==> src/rtl/pipeline_mem_pkg.sv <==
// Shared exception codes and the store-buffer entry layout for the MEM stage.
// Latency: n/a (types and constants only). Backpressure: n/a.
package pipeline_mem_pkg;
   localparam logic [2:0] EXC_NONE      = 3'd0;
   localparam logic [2:0] EXC_SB_FULL   = 3'd5;
   localparam logic [2:0] EXC_SB_HAZARD = 3'd6;

   // Widest word address supported; narrower ADDR_W builds zero-extend into it.
   localparam int SB_WADDR_W = 30;

   typedef struct packed {
      logic [SB_WADDR_W-1:0] waddr;
      logic [31:0]           data;
      logic [3:0]            be;
   } sb_entry_t;
endpackage

==> src/rtl/store_buffer.sv <==
// Posted-store FIFO with per-entry valid bits and a parallel address-compare/merge port.
// Latency: a pushed entry is visible at the head and to the compare one cycle after the push edge.
// Backpressure: push must be gated by ~full and pop by ~empty; PIPELINE_MEM_SB_FWD_EN selects byte merge over hit.
module store_buffer
   import pipeline_mem_pkg::*;
#(
   parameter int DEPTH = 4,
   localparam int PW = $clog2(DEPTH),
   localparam int CW = PW + 1
) (
   input  logic                  clk,
   input  logic                  rst,
   input  logic                  push,
   input  sb_entry_t             push_entry,
   input  logic                  pop,
   output sb_entry_t             head,
   output logic [CW-1:0]         count,
   output logic                  empty,
   output logic                  full,
   input  logic [SB_WADDR_W-1:0] cmp_waddr,
   input  logic [31:0]           base_data,
   output logic [31:0]           merged,
   output logic                  hit
);
   sb_entry_t        mem [DEPTH];
   logic [DEPTH-1:0] vld;
   logic [PW-1:0]    head_ptr;
   logic [PW-1:0]    tail_ptr;
   logic [PW-1:0]    idx;

   always_ff @(posedge clk or negedge rst) begin
      if (!rst) begin
         head_ptr <= '0;
         tail_ptr <= '0;
         count    <= '0;
         vld      <= '0;
      end else begin
         if (push) begin
            tail_ptr      <= tail_ptr + PW'(1);
            vld[tail_ptr] <= 1'b1;
         end
         if (pop) begin
            head_ptr      <= head_ptr + PW'(1);
            vld[head_ptr] <= 1'b0;
         end
         count <= count + CW'(push) - CW'(pop);
      end
   end

   always_ff @(posedge clk) begin
      if (push) mem[tail_ptr] <= push_entry;
   end

   assign head  = mem[head_ptr];
   assign empty = (count == '0);
   assign full  = (count == CW'(DEPTH));

   // Walk oldest to youngest so a younger matching byte overwrites an older one.
   always_comb begin
      merged = base_data;
      hit    = 1'b0;
      idx    = '0;
      for (int i = 0; i < DEPTH; i++) begin
         idx = head_ptr + PW'(i);
         if (vld[idx] && (mem[idx].waddr == cmp_waddr)) begin
`ifdef PIPELINE_MEM_SB_FWD_EN
            for (int b = 0; b < 4; b++) begin
               if (mem[idx].be[b]) merged[8*b +: 8] = mem[idx].data[8*b +: 8];
            end
`else
            hit = 1'b1;
`endif
         end
      end
   end
endmodule

==> src/rtl/pipeline_mem_sb.sv <==
// MEM stage with posted store buffer; loads merge pending stores when PIPELINE_MEM_SB_FWD_EN is defined, else flag a hazard.
// Latency: loads and exceptions are combinational; stores post in one cycle and drain one per cycle.
// Backpressure: mem_wready stalls the drain only; a store into a full buffer is dropped with EXC_SB_FULL.
module pipeline_mem_sb
   import pipeline_mem_pkg::*;
#(
   parameter int ADDR_W   = 32,
   parameter int SB_DEPTH = 4
) (
   input  logic                      clk,
   input  logic                      rst,
   input  logic [31:0]               rt_value,
   input  logic [ADDR_W-1:0]         rd_value,
   input  logic [3:0]                wbyte_enable,
   input  logic                      memread_enable,
   input  logic                      memwrite_enable,
   input  logic                      alu_memop_disable,
   input  logic                      has_final_exception,
   output logic [31:0]               out_value,
   output logic [2:0]                exception,
   output logic                      mem_wvalid,
   input  logic                      mem_wready,
   output logic [ADDR_W-3:0]         mem_waddr,
   output logic [31:0]               mem_wdata,
   output logic [3:0]                mem_wbe,
   output logic [ADDR_W-3:0]         mem_raddr,
   input  logic [31:0]               mem_rdata,
   output logic                      sb_empty,
   output logic [$clog2(SB_DEPTH):0] sb_count
);
   logic      ld;
   logic      st;
   logic      full;
   logic      hit;
   sb_entry_t push_entry;
   sb_entry_t head;
   logic      unused_addr_lsb;

   assign ld = memread_enable & ~alu_memop_disable;
   assign st = memwrite_enable & ~alu_memop_disable & ~has_final_exception;

   assign push_entry = '{waddr: SB_WADDR_W'(rd_value[ADDR_W-1:2]), data: rt_value, be: wbyte_enable};
   assign unused_addr_lsb = ^rd_value[1:0];

   store_buffer #(.DEPTH(SB_DEPTH)) u_sb (
      .clk        (clk),
      .rst        (rst),
      .push       (st & ~full),
      .push_entry (push_entry),
      .pop        (mem_wvalid & mem_wready),
      .head       (head),
      .count      (sb_count),
      .empty      (sb_empty),
      .full       (full),
      .cmp_waddr  (SB_WADDR_W'(rd_value[ADDR_W-1:2])),
      .base_data  (mem_rdata),
      .merged     (out_value),
      .hit        (hit)
   );

   assign mem_wvalid = ~sb_empty;
   assign mem_waddr  = head.waddr[ADDR_W-3:0];
   assign mem_wdata  = head.data;
   assign mem_wbe    = head.be;
   assign mem_raddr  = rd_value[ADDR_W-1:2];

   // A store wins over a simultaneous load, so only a lone load can raise a hazard.
   always_comb begin
      exception = EXC_NONE;
      if (st) begin
         if (full) exception = EXC_SB_FULL;
      end else if (ld && hit) begin
         exception = EXC_SB_HAZARD;
      end
   end
endmodule

==> config.mk <==
export PLATFORM = sky130hd
export DESIGN_NAME = pipeline_mem_sb
export DESIGN_NICKNAME = d
export VERILOG_FILES = /design/src/rtl/pipeline_mem_pkg.sv /design/src/rtl/store_buffer.sv /design/src/rtl/pipeline_mem_sb.sv
export SDC_FILE = /design/constraint.sdc
export NUM_CORES = 1
export LEC_CHECK = 0
export BUFFER_PORTS_ARGS = -buffer_cell sky130_fd_sc_hd__buf_2
export CORE_MARGIN = 4
export CORE_UTILIZATION = 60
export DETAILED_ROUTE_END_ITERATION = 6
export PLACE_DENSITY = 0.84
export SLEW_MARGIN = 30
export SYNTH_ARGS = -nofsm -noshare
export SYNTH_HDL_FRONTEND = slang
export SYNTH_SLANG_ARGS = --single-unit
==> constraint.sdc <==
create_clock -name clk -period 8.65 [get_ports clk]
set_clock_uncertainty 0.2 [all_clocks]
set_input_delay 1.73 -clock clk [delete_from_list [all_inputs] [get_ports clk]]
set_output_delay 1.73 -clock clk [all_outputs]
set_load 0.01 [all_outputs]
==> run_results.csv, run 1 <==
group,metric,value,unit
outcome,status,"finished, final reports clean",
global_routing,use_met2,0.409,
cells_and_area,syn_to_final_growth,9.86,%
setup_path,max_stage_delay,0.87,ns
clock_network,clock-root-buffer,"clkbuf_16",
cells_and_area,regArea,8210,µm²
logic_synthesis,synth_seq_area_share,0.545,
clock_network,clk_transition_reported_paths,0.06,ns
sta,setup_tns,0,ns
routing,detail-route-antenna-nets,0,
clock_network,ctsHoldBuffers,0,
global_routing,first_global_vias,9190,
clock_network,cts_sinks,275,
floorplan,initial_core_util,0.614,
global_routing,use_met1,0.342,
clock_network,cts_resized,0,
setup_path,cp-end-kind,"primary output",
clock_network,clk_latency,0.53,ns
sta,fmax,0.139,GHz
floorplan,ios,243,
logic_synthesis,synth-main-ff-cell,"edfxtp_1",
logic_synthesis,synth_fp_nets,1058,
routing,route.detailed.drc,0,
global_routing,grtUsageMet3,0.0687,
sta,rsz0062_at_grt,"no",
sta,drv_slew,0,
logic_synthesis,post_synth_inst_count,940,
place,gp_congestion,0.945,
setup_path,crit_fanout,44,
setup_path,arrival,5.28,ns
sta,worst-slew-pin-transition,0.863,ns
clock_network,htree_num_levels,1,
floorplan,chipWidth,166,µm
clock_network,cts_tree,"yes",
global_routing,grt_busiest_layer,"met2",
power_and_ir_drop,power.leakage,5.81,nW
sta,hold_violations,0,
floorplan,die_y,166,µm
floorplan,core_area,24500,µm²
logic_synthesis,syn_area,15100,µm²
global_routing,grt_remaining_overflow,0,
routing,drt_wl_total,35600,µm
floorplan,die-area,27700,µm²
routing,wire_per_inst,25.9,µm
cells_and_area,fillCellCount,1671,
global_routing,groute.usage.overall,0.253,
clock_network,clk_path_buf_depth,3,
setup_path,worst_path_max_delay_cell,"dfrtp_4",
logic_synthesis,async_reset_ff_frac,0.0400,
logic_synthesis,syn_avg_cell_area,16.0,µm²
cells_and_area,fin_nets,1146,
global_routing,grt_max_degree,115,
setup_path,critPathKind,"reg2out",
power_and_ir_drop,cellPowerDensity,331,nW/µm²
clock_network,cts_buffers,28,
logic_synthesis,ys_types,56,
routing,via_per_inst,6.60,
clock_network,post_cts_buffers,0,
sta,fin_crit_sh,0.834,
setup_path,crit_required,6.72,ns
min_path,hp-class,"reg2reg",
setup_path,critPathLaunchType,"flop",
sta,slew_headroom,0.425,
logic_synthesis,synth_edf_count,264,
global_routing,antenna_found_initial,0,
floorplan,rows,57,
routing,first_iter_violations,1089,
routing,dr.pass1.iters,5,
job,max-cap-violations,0,
place,dpl.hpwl,23700,µm
setup_path,cp_cell_sequence,"inv_1 > ha_4 > buf_12 > mux4_2 > xor2_1 > nor4_1 > nand3_1 > nor3_1 > and4_1 > o31a_1 > or2_1 > buf_2",
logic_synthesis,synth_seq_cells,275,
cells_and_area,drive_gt1_frac,0.342,
sta,setup_violations,0,
sta,period_needed,7.21,ns
power_and_ir_drop,total_power,0.00547,W
routing,vias,9067,
place,numPortBuffers,176,
cells_and_area,multi_input_comb_area,5960,µm²
global_routing,grt_pass1_wl,54700,µm
power_and_ir_drop,vdd_drop_max,245,µV
logic_synthesis,yosysWarnings,0,
cells_and_area,antenna_cells,0,
[synthesized netlist by cell type (all sizes together) (2+ instances only)]
cell type  count  share of area
edfxtp       264           0.53
mux4         125           0.19
buf          107          0.051
mux2i         86          0.057
xnor2         50          0.029
xor2          50          0.029
nand2         26         0.0065
clkbuf        22         0.0055
o21ai         22         0.0073
inv           17         0.0042
nor2          14         0.0035
nor4          13         0.0054
dfrtp         11          0.018
a22oi         10         0.0050
ha            10         0.0083
a21oi          9         0.0030
o22ai          8         0.0033
nand3          7         0.0023
nor3           7         0.0023
a2111oi        6         0.0035
and2           6         0.0025
nor2b          6         0.0025
o211ai         6         0.0030
a2bb2oi        5         0.0029
nand2b         5         0.0021
nand4          5         0.0021
o2111ai        5         0.0029
o221ai         5         0.0029
mux2           4         0.0030
a211oi         3         0.0015
a21boi         3         0.0015
a221o          2         0.0013
a221oi         2         0.0012
a222oi         2         0.0013
or4            2         0.0010
[final timing paths]
path	start	to	slack, ns	depth (start not counted)
worst min register to register	u_sb.count[0]$_DFF_PN0_	u_sb.count[0]$_DFF_PN0_	0.37	1
worst max-delay path	u_sb.head_ptr[1]$_DFFE_PN0P_	exception[2]	1.44	12
worst max register to register	u_sb.count[1]$_DFF_PN0_	u_sb.mem[3][61]$_DFFE_PP_	5.81	4
max in group asynchronous	rst	u_sb.head_ptr[1]$_DFFE_PN0P_	7.16	1
worst min-delay path	u_sb.count[0]$_DFF_PN0_	u_sb.count[0]$_DFF_PN0_	0.37	1
min in group asynchronous	rst	u_sb.count[2]$_DFF_PN0_	0.86	1
[cell usage in the layout (no fill, tap or decap), types with 6 or more instances in the layout]
cell type  netlist  final
nor3_1           7      7
clkbuf_1        22      8
o22ai_1          8      8
a21oi_1          9      9
o21ai_0         22     22
clkbuf_16        0     28
inv_1           17     17
a22oi_1         10     10
o211ai_1         6      6
nor4_1          13     13
edfxtp_1       264    264
mux4_2         120    120
a2111oi_0        6      6
xor2_1          50     50
buf_2           19    176
nor2_1          14     14
buf_4           76      7
nor2b_1          6      6
nand2_1         26     26
nand3_1          7      7
xnor2_1         50     50
dfrtp_1         11      9
ha_1            10      9
mux2i_1         86     86
[registers in the layout, indices dropped and copies added, names as in the netlist]
name	cells
u_sb.tail_ptr	2
u_sb.mem	264
u_sb.count	3
u_sb.head_ptr	2
u_sb.vld	4
[logic make-up after synthesis]
family | synth area share
buffers and inverters | 0.0612
xor gates and xnor gates | 0.0581
AOI/OAI and AO/OA | 0.0457
muxes | 0.248
and+or+nand+nor | 0.0325
DFF | 0.545
adders and majority gates | 0.00964
[critical path, delay by kind of cell, from the launching register on]
kind	cells	cell delay, ns
xor+xnor	1	0.20
fa+ha+maj	1	0.85
mux	1	0.35
flops	1	0.87
simple gates	5	1.39
compound gates	1	0.23
buf+inv	3	0.82
[per-layer routing]
metal | up-vias | part of all wire
li1 | 3877 | -
met4 | 0 | 0.034
met2 | 468 | 0.48
met5 | - | 0
met3 | 92 | 0.097
met1 | 4630 | 0.39
[layout make-up]
type	count	area share
sequential	275	0.496
multi-input combinational	518	0.360
timing repair buffer	187	0.0612
clock buffer	40	0.0475
tap	324	0.0245
clock inverter	11	0.00635
inverter	18	0.00408
[report_power, final]
part | switching, W | total [W] | leakage (nW) | internal [W]
clock network | 0.000488 | 0.00115 | 0.435 | 0.000663
logic | 0.00135 | 0.00260 | 2.86 | 0.00126
registers | 0.000157 | 0.00172 | 2.52 | 0.00156
total | 0.00199 | 0.00547 | 5.81 | 0.00348
[metrics by stage]
step                worst slack, ns  cell area, µm²  hold slack (ns)  cells  utilization
floorplan                      3.13           15100            0.357    940            -
global placement               2.22           15600            0.336   1320        0.637
detailed placement             2.14           15700            0.364   1322        0.638
CTS                            1.58           16500            0.377   1373        0.675
global route                   1.31           16500            0.402   1373        0.675
finish                         1.44           16500            0.375   1373        0.675
Note: power is estimated with default switching activity, not from simulation.
==> inputs of run 2 (changes only) <==
--- a/config.mk
+++ b/config.mk
@@ -7,9 +7,9 @@
 export LEC_CHECK = 0
 export BUFFER_PORTS_ARGS = -buffer_cell sky130_fd_sc_hd__buf_2
 export CORE_MARGIN = 4
-export CORE_UTILIZATION = 60
+export CORE_UTILIZATION = 57
 export DETAILED_ROUTE_END_ITERATION = 6
-export PLACE_DENSITY = 0.84
+export PLACE_DENSITY = 0.8
 export SLEW_MARGIN = 30
 export SYNTH_ARGS = -nofsm -noshare
 export SYNTH_HDL_FRONTEND = slang
==> constraint.sdc (replaced) <==
create_clock -name clk -period 6.85 [get_ports clk]
set_clock_uncertainty 0.2 [all_clocks]
set_input_delay 1.37 -clock clk [delete_from_list [all_inputs] [get_ports clk]]
set_output_delay 1.37 -clock clk [all_outputs]
set_load 0.01 [all_outputs]
==> run 2 against run 1 <==
Combinational power rose by 32%. Critical endpoint unchanged. Clock power rose by 44%. Die area rose by 5.0%. Sequential cell count did not move. Global-route usage fell by 1.1 points. Sequential share of layout area fell by 0.40 points. First-iteration DRC count fell by 9.4%. Final cell count rose by 0.87%.
==> run_results.csv, run 2 (same netlist as run 1, synthesis figures left out) <==
group,metric,value,unit
cells_and_area,fillCellCount,1819,
power_and_ir_drop,cellPowerDensity,429,nW/µm²
setup_path,r2r_start,"u_sb.count[1]$_DFF_PN0_",
clock_network,cts_resized,0,
job,max-cap-violations,0,
cells_and_area,final_util,0.640,
floorplan,initial_core_util,0.578,
sta,setup_violations,0,
clock_network,htree_num_levels,1,
cells_and_area,antenna_cells,0,
power_and_ir_drop,power.leakage,5.87,nW
setup_path,reg2reg_to,"u_sb.mem[3][14]$_DFFE_PP_",
clock_network,cts_sinks,275,
floorplan,rows,59,
sta,period_needed,6.18,ns
clock_network,cts_buffers,29,
place,numPortBuffers,176,
sta,fin_crit_sh,0.902,
floorplan,die-area,29100,µm²
place,gp_congestion,0.967,
clock_network,cts_tree,"yes",
outcome,status,"finished, final reports clean",
floorplan,chipWidth,171,µm
setup_path,crit_fanout,27,
power_and_ir_drop,total_power,0.00716,W
cells_and_area,regMostFlops,"u_sb.mem",
sta,drv_slew,0,
clock_network,clk_transition_reported_paths,0.06,ns
routing,via_per_inst,6.54,
power_and_ir_drop,vdd_drop_max,344,µV
setup_path,critPathLaunchType,"flop",
routing,route.detailed.drc,0,
routing,vias,9058,
routing,detail-route-antenna-nets,0,
place,dpl.hpwl,23200,µm
cells_and_area,largest_reg_flops,264,
cells_and_area,fin_area,16700,µm²
routing,drt_wl_total,35400,µm
setup_path,crit_required,5.28,ns
global_routing,grt_max_degree,121,
clock_network,ctsHoldBuffers,0,
cells_and_area,drive_gt1_frac,0.351,
min_path,hp-class,"reg2reg",
clock_network,clock-root-buffer,"clkbuf_16",
min_path,holdPathEnd,"u_sb.count[0]$_DFF_PN0_",
sta,rsz0062_at_grt,"no",
setup_path,r2r_slack,3.94,ns
place,dpl_worst_slack,1.29,ns
clock_network,post_cts_buffers,0,
clock_network,clk_latency,0.54,ns
cells_and_area,fin_nets,1148,
global_routing,antenna_found_initial,0,
setup_path,critPathKind,"reg2out",
min_path,whs_path_depth,1,
floorplan,ios,243,
global_routing,grt_remaining_overflow,0,
global_routing,first_global_vias,8876,
sta,slew_headroom,0.428,
sta,setup_tns,0,ns
cells_and_area,mostFrequentLayoutCell,"edfxtp_1",
cells_and_area,largest_registers,"u_sb.mem (264), u_sb.vld (4), u_sb.count (3)",
routing,dr.pass1.iters,6,
place,placed_cell_area,15700,µm²
setup_path,arrival,4.61,ns
cells_and_area,final_cell_mix,"edfxtp_1, buf_2, mux4_2",
sta,worst_slack,0.670,ns
routing,wire_per_inst,25.6,µm
clock_network,clk_path_buf_depth,3,
sta,worst-slew-pin-transition,0.858,ns
setup_path,ff2ff_path_depth,4,
floorplan,die_y,171,µm
floorplan,core_area,26100,µm²
sta,fmax,0.162,GHz
sta,hold_violations,0,
global_routing,groute.usage.overall,0.241,
setup_path,cp-end-kind,"primary output",
global_routing,grt_pass1_wl,54000,µm
min_path,hold_start,"u_sb.count[0]$_DFF_PN0_",
routing,first_iter_violations,987,
cells_and_area,syn_to_final_growth,10.8,%
## run 2: routing by layer
layer  up-vias  GRT usage  wire length, µm
li1       3885          -                -
met2       480      0.379            16800
met3        91     0.0543             3620
met1      4602      0.348            14000
met4         0     0.0646              980
met5         -          0                0
## run 2: final cells by class
class                           instances  area [µm²]  area share
Multi-Input combinational cell        518        5960       0.357
Timing Repair Buffer                  188        1020      0.0612
Inverter                               18        67.6     0.00405
Clock buffer                           30         729      0.0437
Tap cell                              335         419      0.0251
Sequential cell                       275        8210       0.492
Clock inverter                         21         275      0.0165
## run 2: how the worst max path moves through the flow
| stage | start | end | slack [ns] | cells past startpoint |
|---|---|---|---|---|
| 3_5_place_dp | u_sb.head_ptr[0]$_DFFE_PN0P_ | exception[2] | 1.29 | 12 |
| 4_1_cts | u_sb.head_ptr[0]$_DFFE_PN0P_ | exception[2] | 0.70 | 12 |
| 6_report | u_sb.head_ptr[0]$_DFFE_PN0P_ | exception[2] | 0.67 | 12 |
| 2_1_floorplan | u_sb.head_ptr[0]$_DFFE_PN0P_ | exception[2] | 1.69 | 15 |
| 5_1_grt | u_sb.head_ptr[0]$_DFFE_PN0P_ | exception[2] | 0.40 | 13 |
| 3_3_place_gp | u_sb.head_ptr[0]$_DFFE_PN0P_ | exception[2] | 1.36 | 12 |
## run 2: critical path, stage by stage (launching register included)
cell      delay, ns
dfrtp_4        0.67
clkinv_1       0.22
ha_4           0.65
buf_4          0.33
mux4_2         0.34
xor2_1         0.19
nor4_1         0.56
nand3_1        0.15
nor3_1         0.23
and4_1         0.23
o31a_1         0.23
or2_1          0.13
buf_2          0.12
## run 2: where the power goes
part	internal, W	total, W	switching [W]
combinational	0.00162	0.00342	0.00180
clock	0.00100	0.00166	0.000659
sequential	0.00197	0.00208	0.000107
total	0.00459	0.00716	0.00257
## run 2: stage by stage
step,std cells,hold slack [ns]
4_1_cts,1385,0.377
3_3_place_gp,1334,0.337
6_report,1385,0.372
5_1_grt,1385,0.393
3_5_place_dp,1334,0.363
2_1_floorplan,940,0.357
